**src/rtl/prog_loader_pkg.sv**
```systemverilog
// +----------------------------------------------------------------------+
// | prog_loader_pkg : shared types and constants for the program loader  |
// | rev 1.0                                                              |
// +----------------------------------------------------------------------+
`default_nettype none

package prog_loader_pkg;

    typedef enum logic [2:0] {
        IDLE  = 3'd0,
        SYNC  = 3'd1,
        LEN   = 3'd2,
        LOAD  = 3'd3,
        CHECK = 3'd4,
        DONE  = 3'd5,
        ERROR = 3'd6
    } state_t;

    localparam logic [1:0] ERR_NONE  = 2'd0;
    localparam logic [1:0] ERR_MAGIC = 2'd1;
    localparam logic [1:0] ERR_LEN   = 2'd2;
    localparam logic [1:0] ERR_CSUM  = 2'd3;

    localparam logic [31:0] MAGIC_DEFAULT = 32'h4D495053;

    // States in which a frame is in flight and bytes are consumed.
    function automatic logic accepts_bytes(input state_t s);
        return (s == SYNC) || (s == LEN) || (s == LOAD) || (s == CHECK);
    endfunction

endpackage

`default_nettype wire

```
**src/rtl/prog_loader_byte_assembler.sv**
```systemverilog
// +----------------------------------------------------------------------+
// | prog_loader_byte_assembler : byte handshake, little-endian word pack |
// | rev 1.0                                                              |
// +----------------------------------------------------------------------+
`default_nettype none

module prog_loader_byte_assembler (
    input  logic        clk,
    input  logic        rst_n,
    input  logic        clear_i,
    input  logic        en_i,
    input  logic [7:0]  rx_data_i,
    input  logic        rx_valid_i,
    output logic [31:0] word_o,
    output logic        word_valid_o
);

    logic [1:0]  cnt_q, cnt_d;
    logic [23:0] shift_q, shift_d;
    logic        w_take;

    assign w_take = en_i && rx_valid_i;

    always_comb begin
        cnt_d   = cnt_q;
        shift_d = shift_q;
        if (clear_i) begin
            cnt_d   = 2'd0;
            shift_d = 24'd0;
        end else if (w_take) begin
            cnt_d = cnt_q + 2'd1;
            case (cnt_q)
                2'd0:    shift_d[7:0]   = rx_data_i;
                2'd1:    shift_d[15:8]  = rx_data_i;
                2'd2:    shift_d[23:16] = rx_data_i;
                default: shift_d        = shift_q;
            endcase
        end
    end

    // The fourth byte is forwarded straight through so the FSM sees the
    // complete word on the same edge that accepts it.
    assign word_o       = {rx_data_i, shift_q};
    assign word_valid_o = w_take && !clear_i && (cnt_q == 2'd3);

    always_ff @(posedge clk or negedge rst_n) begin
        if (!rst_n) begin
            cnt_q   <= 2'd0;
            shift_q <= 24'd0;
        end else begin
            cnt_q   <= cnt_d;
            shift_q <= shift_d;
        end
    end

endmodule

`default_nettype wire

```
**src/rtl/prog_loader.sv**
```systemverilog
// +----------------------------------------------------------------------+
// | prog_loader : validates a framed byte-stream image, fills imem       |
// | rev 1.0                                                              |
// +----------------------------------------------------------------------+
`default_nettype none

module prog_loader
    import prog_loader_pkg::*;
#(
    parameter int          ADDR_W = 8,
    parameter logic [31:0] MAGIC  = MAGIC_DEFAULT
) (
    input  logic              clk,
    input  logic              rst_n,
    input  logic              start,
    input  logic [7:0]        rx_data,
    input  logic              rx_valid,
    output logic              rx_ready,
    output logic              imem_we,
    output logic [ADDR_W-1:0] imem_addr,
    output logic [31:0]       imem_wdata,
    output logic              cpu_run,
    output logic              busy,
    output logic              done,
    output logic              error,
    output logic [1:0]        err_code
);

    localparam logic [31:0] MAX_WORDS = 32'(1) << ADDR_W;

    state_t            state_q, state_d;
    logic [ADDR_W:0]   remain_q, remain_d;
    logic [ADDR_W-1:0] idx_q, idx_d;
    logic [ADDR_W-1:0] addr_q, addr_d;
    logic [31:0]       wdata_q, wdata_d;
    logic [31:0]       csum_q, csum_d;
    logic              we_q, we_d;
    logic [1:0]        err_q, err_d;

    logic [31:0]       w_word;
    logic              w_word_valid;
    logic              w_restart;
    logic              w_rx_ready;

    assign w_rx_ready = accepts_bytes(state_q);
    assign w_restart  = start && ((state_q == IDLE) || (state_q == DONE) || (state_q == ERROR));

    prog_loader_byte_assembler u_asm (
        .clk          (clk),
        .rst_n        (rst_n),
        .clear_i      (w_restart),
        .en_i         (w_rx_ready),
        .rx_data_i    (rx_data),
        .rx_valid_i   (rx_valid),
        .word_o       (w_word),
        .word_valid_o (w_word_valid)
    );

    always_comb begin
        state_d  = state_q;
        remain_d = remain_q;
        idx_d    = idx_q;
        addr_d   = addr_q;
        wdata_d  = wdata_q;
        csum_d   = csum_q;
        we_d     = 1'b0;
        err_d    = err_q;
        case (state_q)
            IDLE: begin
                if (start) state_d = SYNC;
            end
            SYNC: begin
                if (w_word_valid) begin
                    if (w_word == MAGIC) begin
                        state_d = LEN;
                    end else begin
                        state_d = ERROR;
                        err_d   = ERR_MAGIC;
                    end
                end
            end
            LEN: begin
                if (w_word_valid) begin
                    if ((w_word == 32'd0) || (w_word > MAX_WORDS)) begin
                        state_d = ERROR;
                        err_d   = ERR_LEN;
                    end else begin
                        state_d  = LOAD;
                        remain_d = w_word[ADDR_W:0];
                        idx_d    = '0;
                        csum_d   = 32'd0;
                    end
                end
            end
            LOAD: begin
                if (w_word_valid) begin
                    we_d     = 1'b1;
                    wdata_d  = w_word;
                    addr_d   = idx_q;
                    // idx wraps only after the final write of a full-size image.
                    idx_d    = idx_q + 1'b1;
                    csum_d   = csum_q + w_word;
                    remain_d = remain_q - 1'b1;
                    if (remain_q == (ADDR_W+1)'(1)) state_d = CHECK;
                end
            end
            CHECK: begin
                if (w_word_valid) begin
                    if (w_word == csum_q) begin
                        state_d = DONE;
                    end else begin
                        state_d = ERROR;
                        err_d   = ERR_CSUM;
                    end
                end
            end
            DONE, ERROR: begin
                if (start) begin
                    state_d = SYNC;
                    err_d   = ERR_NONE;
                end
            end
            default: state_d = IDLE;
        endcase
    end

    always_ff @(posedge clk or negedge rst_n) begin
        if (!rst_n) begin
            state_q  <= IDLE;
            remain_q <= '0;
            idx_q    <= '0;
            addr_q   <= '0;
            wdata_q  <= 32'd0;
            csum_q   <= 32'd0;
            we_q     <= 1'b0;
            err_q    <= ERR_NONE;
        end else begin
            state_q  <= state_d;
            remain_q <= remain_d;
            idx_q    <= idx_d;
            addr_q   <= addr_d;
            wdata_q  <= wdata_d;
            csum_q   <= csum_d;
            we_q     <= we_d;
            err_q    <= err_d;
        end
    end

    assign rx_ready   = w_rx_ready;
    assign busy       = w_rx_ready;
    assign imem_we    = we_q;
    assign imem_addr  = addr_q;
    assign imem_wdata = wdata_q;
    assign done       = (state_q == DONE);
    assign cpu_run    = (state_q == DONE);
    assign error      = (state_q == ERROR);
    assign err_code   = err_q;

endmodule

`default_nettype wire

```
**config.mk**
```make
export PLATFORM = sky130hd
export DESIGN_NAME = prog_loader
export DESIGN_NICKNAME = d
export VERILOG_FILES = /design/src/rtl/prog_loader_pkg.sv /design/src/rtl/prog_loader_byte_assembler.sv /design/src/rtl/prog_loader.sv
export SDC_FILE = /design/constraint.sdc
export NUM_CORES = 1
export LEC_CHECK = 0
export CAP_MARGIN = 30
export CORE_ASPECT_RATIO = 0.75
export CORE_MARGIN = 10
export CORE_UTILIZATION = 57
export CTS_CLUSTER_DIAMETER = 60
export DETAILED_ROUTE_END_ITERATION = 10
export PLACE_DENSITY = 0.82
export SLEW_MARGIN = 30
export SYNTH_ARGS = -nofsm -noshare
export SYNTH_HDL_FRONTEND = slang
export SYNTH_SLANG_ARGS = --single-unit
```
**constraint.sdc**
```tcl
create_clock -name clk -period 3.1 [get_ports clk]
set_input_delay 0.62 -clock clk [delete_from_list [all_inputs] [get_ports clk]]
set_output_delay 0.62 -clock clk [all_outputs]
set_load 0.02 [all_outputs]
```
==> results of run 1 <==
[power groups by stage]
stage / registers, mW / logic (mW) / clock network (mW)
2_1_floorplan: 2.32 / 1.89 / 0
3_3_place_gp: 2.33 / 2.95 / 0
3_5_place_dp: 2.35 / 3.01 / 0
4_1_cts: 2.33 / 3.04 / 1.85
5_1_grt: 2.38 / 3.36 / 1.94
6_report: 2.35 / 3.08 / 1.84
[cells in the mapped netlist, drive strengths merged (10+ instances only)]
cell type,instances
a21o,10
a21oi,67
buf,20
clkbuf,28
dfrtp,121
ha,38
inv,15
nand2,210
nand3,35
nand4,14
nor2,35
nor3,15
nor4,13
o21ai,74
xnor2,20
xor2,12
[worst reg2reg max path, delay by kind of cell (launching register included)]
| kind | cells | cell delay (ns) |
|---|---|---|
| adder cells (fa/ha/maj) | 2 | 0.66 |
| flip-flops | 1 | 0.38 |
| AO/OA/AOI/OAI | 7 | 1.59 |
| XOR/XNOR | 1 | 0.17 |
[layout make-up]
type / instances / area share, %
multi-input combinational: 639 / 43.56
sequential: 121 / 35.73
timing repair buffer: 104 / 11.22
clock buffer: 17 / 5.020
tap: 162 / 2.392
clock inverter: 15 / 1.417
inverter: 15 / 0.6644
[through the flow]
step	setup slack, ns	instance area (µm²)
after detailed placement	0.05847	7929
after CTS	0.2238	8474
after global placement	0.1146	7929
after floorplan	0.5479	6984
final	0.1786	8474
after global routing	0.06384	8474
[sequential cells by signal (all words and copies together) (netlist names)]
name / cells
imem_we: 1
csum_q: 32
imem_wdata: 32
idx_q: 8
u_asm.shift_q: 24
remain_q: 9
imem_addr: 8
u_asm.cnt_q: 2
state_q: 3
err_code: 2
[logic make-up after synthesis]
group / count (synthesis)
compound gates: 203
fa+ha+maj: 39
simple gates: 361
buf+inv: 63
flops: 121
mux: 4
xor+xnor: 32
[cells in the final DEF (no fill, tap or decap), types with 5 or more instances in the layout]
cell type,instances
sky130_fd_sc_hd__buf_4,44
sky130_fd_sc_hd__clkinvlp_4,6
sky130_fd_sc_hd__nor3_1,15
sky130_fd_sc_hd__a21o_1,10
sky130_fd_sc_hd__nand3_1,34
sky130_fd_sc_hd__nor2b_1,6
sky130_fd_sc_hd__o21ai_1,42
sky130_fd_sc_hd__clkbuf_16,17
sky130_fd_sc_hd__clkdlybuf4s50_1,58
sky130_fd_sc_hd__a21oi_1,67
sky130_fd_sc_hd__ha_1,38
sky130_fd_sc_hd__dfrtp_1,121
sky130_fd_sc_hd__nand2_1,209
sky130_fd_sc_hd__nor4_1,12
sky130_fd_sc_hd__inv_1,14
sky130_fd_sc_hd__nand4_1,13
sky130_fd_sc_hd__nand2b_1,6
sky130_fd_sc_hd__and3_1,9
sky130_fd_sc_hd__or3_1,6
sky130_fd_sc_hd__nor2_1,35
sky130_fd_sc_hd__xnor2_1,20
sky130_fd_sc_hd__inv_6,5
sky130_fd_sc_hd__o21ai_0,32
sky130_fd_sc_hd__xor2_1,12
[metal layers]
metal	share of wire (%)	track usage, %	up-vias	wire [µm]
li1	-	-	3036	-
met1	44	32.78	3149	8952
met5	0	0	-	0
met4	1.3	6.258	0	253
met3	9.5	6.739	32	1914
met2	45	37.56	304	9003
[worst max-delay path by stage]
stage	start	endpoint	slack, ns
after floorplan	u_asm.shift_q[0]	csum_q[20]	0.55
after global placement	rx_data[0]	csum_q[31]	0.11
after detailed placement	rx_data[0]	csum_q[31]	0.06
after CTS	state_q[0]	cpu_run	0.22
after global routing	u_asm.shift_q[1]	csum_q[29]	0.06
final	csum_q[0]	csum_q[28]	0.18
==> results.md, run 1 <==
- **worst IR drop on VDD** 529.6 µV
- **placeable core area** 11,780 µm²
- **Final min period** 2.921 ns
- **highest clock frequency the design can meet** 342.3 MHz
- **nets@finish** 949
- **flip-flop and latch area** 3028 µm²
- **Tcrit/Tclk final** 94.24%
- **maximum clock insertion buffer count** 2
- **Die W** 147.8 µm
- **category of the worst setup path launch point** register
- **adder and majority gate portion of the synthesized area** 7.094%
- **Cells after DPL** 1,041
- **placed wire-length estimate** 14.58 mm
- **clock slew seen by the registers of the worst setup and hold paths** 0.06 ns
- **number of diodes** 0
- **area added between synthesis and finish** 21.34%
- **clock latency reported for the late side of the worst-skew pair** 0.42 ns
- **Top delay family on crit path** compound AO/OA/AOI/OAI gates
- **synthesis-stage register bit count** 121
- **share of synthesized area occupied by flip-flops and latches** 43.35%
- **cell depth of the worst flop-to-flop path** 10
- **CTS Root Cell** sky130_fd_sc_hd__clkbuf_16
- **via count** 6,521
- **Synth Warn #** 0
- **Syn Std Cell Area** 6984 µm²
- **critical-path maximum fanout** 3
- **number of cells in the finished layout apart from fillers** 1,073
- **Iteration-0 DRC Markers** 686
- **layout cell share with drive strength beyond 1** 10.65%
- **overall routing resource usage** 24.16%
- **Avg Vias per Cell** 6.077
- **arrival time at the worst endpoint** 3.22 ns
- **net switching share of the total power** 41.31%
- **final estimated routing congestion in global placement** 0.9711
- **average footprint of a synthesized cell** 8.486 µm²
- **design internal power** 4.266 mW
- **filler cell count in the final layout** 904
- **Seq pwr share** 32.3%
- **setup bufs post-CTS** 0
- **net switching power of the design** 3.003 mW
- **Yosys cell types** 67
- **share of the synthesized area in the top cell type** 43.35%
- **simple-gate share of the synthesized area** 23.15%
- **standard-cell rows** 34
- **total gr overflow** 0
- **First-pass DRT Iterations** 7
- **pin slew with the least headroom to its limit** 0.5235 ns
- **max_cap viols** 0
- **combinational family with the most area after synthesis** simple AND/OR/NAND/NOR gates
- **count of buffers inserted at the top-level ports** 59
- **wire length of the first global-routing pass** 33.36 mm
- **Final Hold Slack** 0.1865 ns
- **register-to-register setup slack** 0.18 ns
- **post-synthesis net count** 874
- **pin count of the biggest net entering global routing** 74
- **critical path's most frequent cell** sky130_fd_sc_hd__o21ai_1
- **Die Outline Area** 17,130 µm²
- **total routed wirelength** 20.12 mm
- **maximum cell stage delay along the critical path** 0.42 ns
- **most used flip-flop cell after synthesis** sky130_fd_sc_hd__dfrtp_1
- **Compound-Gate Fraction of Synth Area** 17.83%
- **Initial Util** 59.27%
- **Clock H-tree levels** 4
- **result of the run** finished, final reports clean
- **cells along the critical path** ha_1 -> fa_1 -> a21oi_1 -> o21ai_1 -> a31o_2 -> a31oi_2 -> o21ai_1 -> a41oi_2 -> xnor2_1 -> o21ai_1
- **classification of the worst-slack hold path** in2async
- **final setup TNS** 0 ns
- **XOR/XNOR share of the synthesized area** 4.013%
- **Hold Buf Count CTS** 0
- **footprint of the multi-input gates** 3691 µm²
- **TritonCTS clock tree** done
- **proportion of power drawn by combinational gates** 42.4%
- **Resized Gates After CTS** 0
- **Data required, critical path** 3.40 ns
- **synth top area cells** sky130_fd_sc_hd__dfrtp_1 43%, sky130_fd_sc_hd__nand2_1 11%, sky130_fd_sc_hd__ha_1 6.8%
- **worst flop-to-flop path endpoint** csum_q[28]
- **count of flip-flops with a built-in enable after synthesis** 0
- **Clock Skew** 0.009040 ns
- **ratio of total power to cell area** 857.7 nW/µm²
- **Synth Instances** 823
- **number of cells on the critical path** 10
- **Clock Sink Count** 121
- **DR DRC count** 0
- **antenna violations before repair** 0
- **Setup-failing EPs final** 0
- **Final ANT Viol Nets** 0
- **setup repair after global routing missed its margin** no
- **Async SR Flop Fraction** 100.0%
- **Avg WL per Cell** 18.75 µm
- **fraction of power consumed by the clock network** 25.3%
- **path type of the worst setup path** reg2reg
- **LEAKAGE** 3.996 nW
- **max-slew violation count** 0
- **category of the worst setup path capture point** register
- **IO Count** 60
- **cts bufs inserted** 17
- **die boundary height** 115.9 µm
- **final hold vios** 0
- **launch point of the worst reg-to-reg path** csum_q[0]
- **normalized max-slew margin** 65.10%
- **number of buffers and inverters on the critical path** 0
- **Yosys top cell by area** sky130_fd_sc_hd__dfrtp_1
- **final cell utilization of the core** 71.92%
- **PnR Total Power** 7.268 mW
- **share of synthesized area spent on multiplexers** 0.7345%
- **number of global-route vias before repair** 6,328
- **slowest cell on the critical path** sky130_fd_sc_hd__fa_1
Power figures use the tool's default switching activity.
==> run 2: changes to the inputs <==
--- a/config.mk
+++ b/config.mk
@@ -8,10 +8,10 @@
 export CAP_MARGIN = 30
 export CORE_ASPECT_RATIO = 0.75
 export CORE_MARGIN = 10
-export CORE_UTILIZATION = 57
+export CORE_UTILIZATION = 45
 export CTS_CLUSTER_DIAMETER = 60
 export DETAILED_ROUTE_END_ITERATION = 10
-export PLACE_DENSITY = 0.82
+export PLACE_DENSITY = 0.68
 export SLEW_MARGIN = 30
 export SYNTH_ARGS = -nofsm -noshare
 export SYNTH_HDL_FRONTEND = slang
==> results.md, run 2 (synthesis results as in run 1) <==
- **Tcrit/Tclk final** 91.34%, -2.9 points
- **critical-path maximum fanout** 3, unchanged
- **placed wire-length estimate** 14.21 mm, -2.5%
- **Final min period** 2.832 ns, -0.08980 ns
- **Clock Skew** 0.01189 ns, +0.002851 ns
- **ratio of total power to cell area** 855.0 nW/µm², -0.31%
- **Setup-failing EPs final** 0, unchanged
- **pin slew with the least headroom to its limit** 0.6434 ns, +0.1199 ns
- **IO Count** 60, unchanged
- **Cells after DPL** 1,088, +4.5%
- **pin count of the biggest net entering global routing** 91, +23%
- **TritonCTS clock tree** done
- **Iteration-0 DRC Markers** 570, -17%
- **via count** 6,160, -5.5%
- **Data required, critical path** 3.40 ns, about the same
- **clock latency reported for the late side of the worst-skew pair** 0.43 ns, about the same
- **total routed wirelength** 20.10 mm, about the same
- **Resized Gates After CTS** 0, unchanged
- **number of cells in the finished layout apart from fillers** 1,119, +4.3%
- **final setup TNS** 0 ns, unchanged
- **arrival time at the worst endpoint** 3.13 ns, -0.09 ns
- **total gr overflow** 0, unchanged
- **die boundary height** 127.9 µm, +10%
- **final cell utilization of the core** 56.39%, -16 points
- **placeable core area** 15,220 µm², +29%
- **final estimated routing congestion in global placement** 0.9558, -1.6%
- **Clock Sink Count** 121, unchanged
- **normalized max-slew margin** 57.11%, -8.0 points
- **Avg Vias per Cell** 5.505, -9.4%
- **final hold vios** 0, unchanged
- **PnR Total Power** 7.340 mW, +0.98%
- **leading cell types in the layout, fill and taps excluded** 208 x sky130_fd_sc_hd__nand2_1, 121 x sky130_fd_sc_hd__dfrtp_1, 66 x sky130_fd_sc_hd__a21oi_1
- **standard-cell rows** 39, +15%
- **net switching share of the total power** 39.74%, -1.6 points
- **overall routing resource usage** 19.64%, -4.5 points
- **grt met3 use** 6.001%, -0.74 points
- **met1 demand-to-capacity share in global routing** 29.73%, -3.1 points
- **path type of the worst setup path** reg2reg
- **Initial Util** 45.87%, -13 points
- **category of the worst setup path capture point** register
- **cts bufs inserted** 17, unchanged
- **DR DRC count** 0, unchanged
- **number of global-route vias before repair** 5,856, -7.5%
- **category of the worst setup path launch point** register
- **clock slew seen by the registers of the worst setup and hold paths** 0.05 ns, about the same
- **highest clock frequency the design can meet** 353.2 MHz, +3.2%
- **max_cap viols** 0, unchanged
- **Hold Buf Count CTS** 0, unchanged
- **nets@finish** 953, +0.42%
- **max-slew violation count** 0, unchanged
- **setup repair after global routing missed its margin** no
- **fraction of power consumed by the clock network** 25.8%, +0.5 points
- **commonest non-fill, non-tap cell in the layout** sky130_fd_sc_hd__nand2_1
- **Avg WL per Cell** 17.97 µm, -4.2%
- **Final WS setup** 0.2684 ns, +0.08980 ns
- **area added between synthesis and finish** 22.91%
- **number of diodes** 0, unchanged
- **design internal power** 4.423 mW, +3.7%
- **wire length of the first global-routing pass** 32.57 mm, -2.4%
- **setup bufs post-CTS** 0, unchanged
- **First-pass DRT Iterations** 5, -2
- **maximum clock insertion buffer count** 2, unchanged
- **Worst Setup Slack post-DPL** 0.09188 ns, +0.03341 ns
- **Die W** 163.9 µm, +11%
- **Seq pwr share** 31.9%, -0.4 points
- **count of buffers inserted at the top-level ports** 59, unchanged
- **most heavily used metal layer in global routing** met1
- **proportion of power drawn by combinational gates** 42.3%, about the same
- **LEAKAGE** 4.047 nW, +1.3%
- **Clock H-tree levels** 4, unchanged
- **result of the run** finished, final reports clean
- **antenna violations before repair** 0, unchanged
- **layout cell share with drive strength beyond 1** 10.83%, +0.18 points
- **classification of the worst-slack hold path** in2async
- **met2 layer usage reported by global route** 25.76%, -12 points
- **net switching power of the design** 2.917 mW, -2.9%
- **Final ANT Viol Nets** 0, unchanged
- **CTS Root Cell** sky130_fd_sc_hd__clkbuf_16
- **Die Outline Area** 20,960 µm², +22%
- **worst IR drop on VDD** 498.7 µV, -5.8%
run 2: power by group through the flow:
stage | registers, mW | clock network [mW] | logic (mW)
finish | 2.34 | 1.90 | 3.10
floorplan | 2.32 | 0 | 1.89
CTS | 2.33 | 1.92 | 3.08
detailed placement | 2.35 | 0 | 3.06
global placement | 2.34 | 0 | 3.06
global route | 2.38 | 2.00 | 3.40
run 2: cell type report:
class / count / area (µm²)
well taps: 205 / 256.5
clock inverters: 10 / 102.6
fillers: 1420 / 6640
repair buffers: 108 / 993.5
inverters: 15 / 56.30
multi-input cells: 639 / 3697
flip-flops and latches: 121 / 3028
clock buffers: 21 / 450.4
run 2: routing by layer:
layer	vias to the layer above	part of all wire, %
met5	-	0
met4	0	1.3
met3	21	8.2
met2	200	40
met1	2901	51
li1	3038	-
run 2: metrics by stage:
step / hold WS [ns] / cell area [µm²]
after floorplan: 0.3244 / 6984
after global placement: 0.4574 / 8031
after detailed placement: 0.4628 / 8031
after CTS: 0.1458 / 8584
after global routing: 0.1672 / 8584
final: 0.1319 / 8584
run 2: critical path, stage by stage, from the launching register on:
cell and delay (ns):
sky130_fd_sc_hd__dfrtp_1 0.41, sky130_fd_sc_hd__ha_1 0.26, sky130_fd_sc_hd__fa_1 0.43, sky130_fd_sc_hd__a21oi_1 0.23
sky130_fd_sc_hd__o21ai_1 0.15, sky130_fd_sc_hd__a31o_2 0.26, sky130_fd_sc_hd__a31oi_2 0.32, sky130_fd_sc_hd__o21ai_1 0.15
sky130_fd_sc_hd__a41oi_2 0.28, sky130_fd_sc_hd__xnor2_1 0.15, sky130_fd_sc_hd__o21ai_1 0.07
run 2: path summary, 6_finish.rpt:
| check | start | to | slack, ns | cells after the start |
|---|---|---|---|---|
| worst max-delay path | u_asm.shift_q[0] | csum_q[28] | 0.27 | 10 |
| worst min-delay path | rst_n | csum_q[16] | 0.13 | 1 |
| worst max register to register | u_asm.shift_q[0] | csum_q[28] | 0.27 | 10 |
| worst min register to register | imem_wdata[11] | imem_wdata[11] | 0.47 | 2 |
| max in group asynchronous | rst_n | state_q[0] | 2.14 | 2 |
| min in group clk | imem_wdata[11] | imem_wdata[11] | 0.47 | 2 |
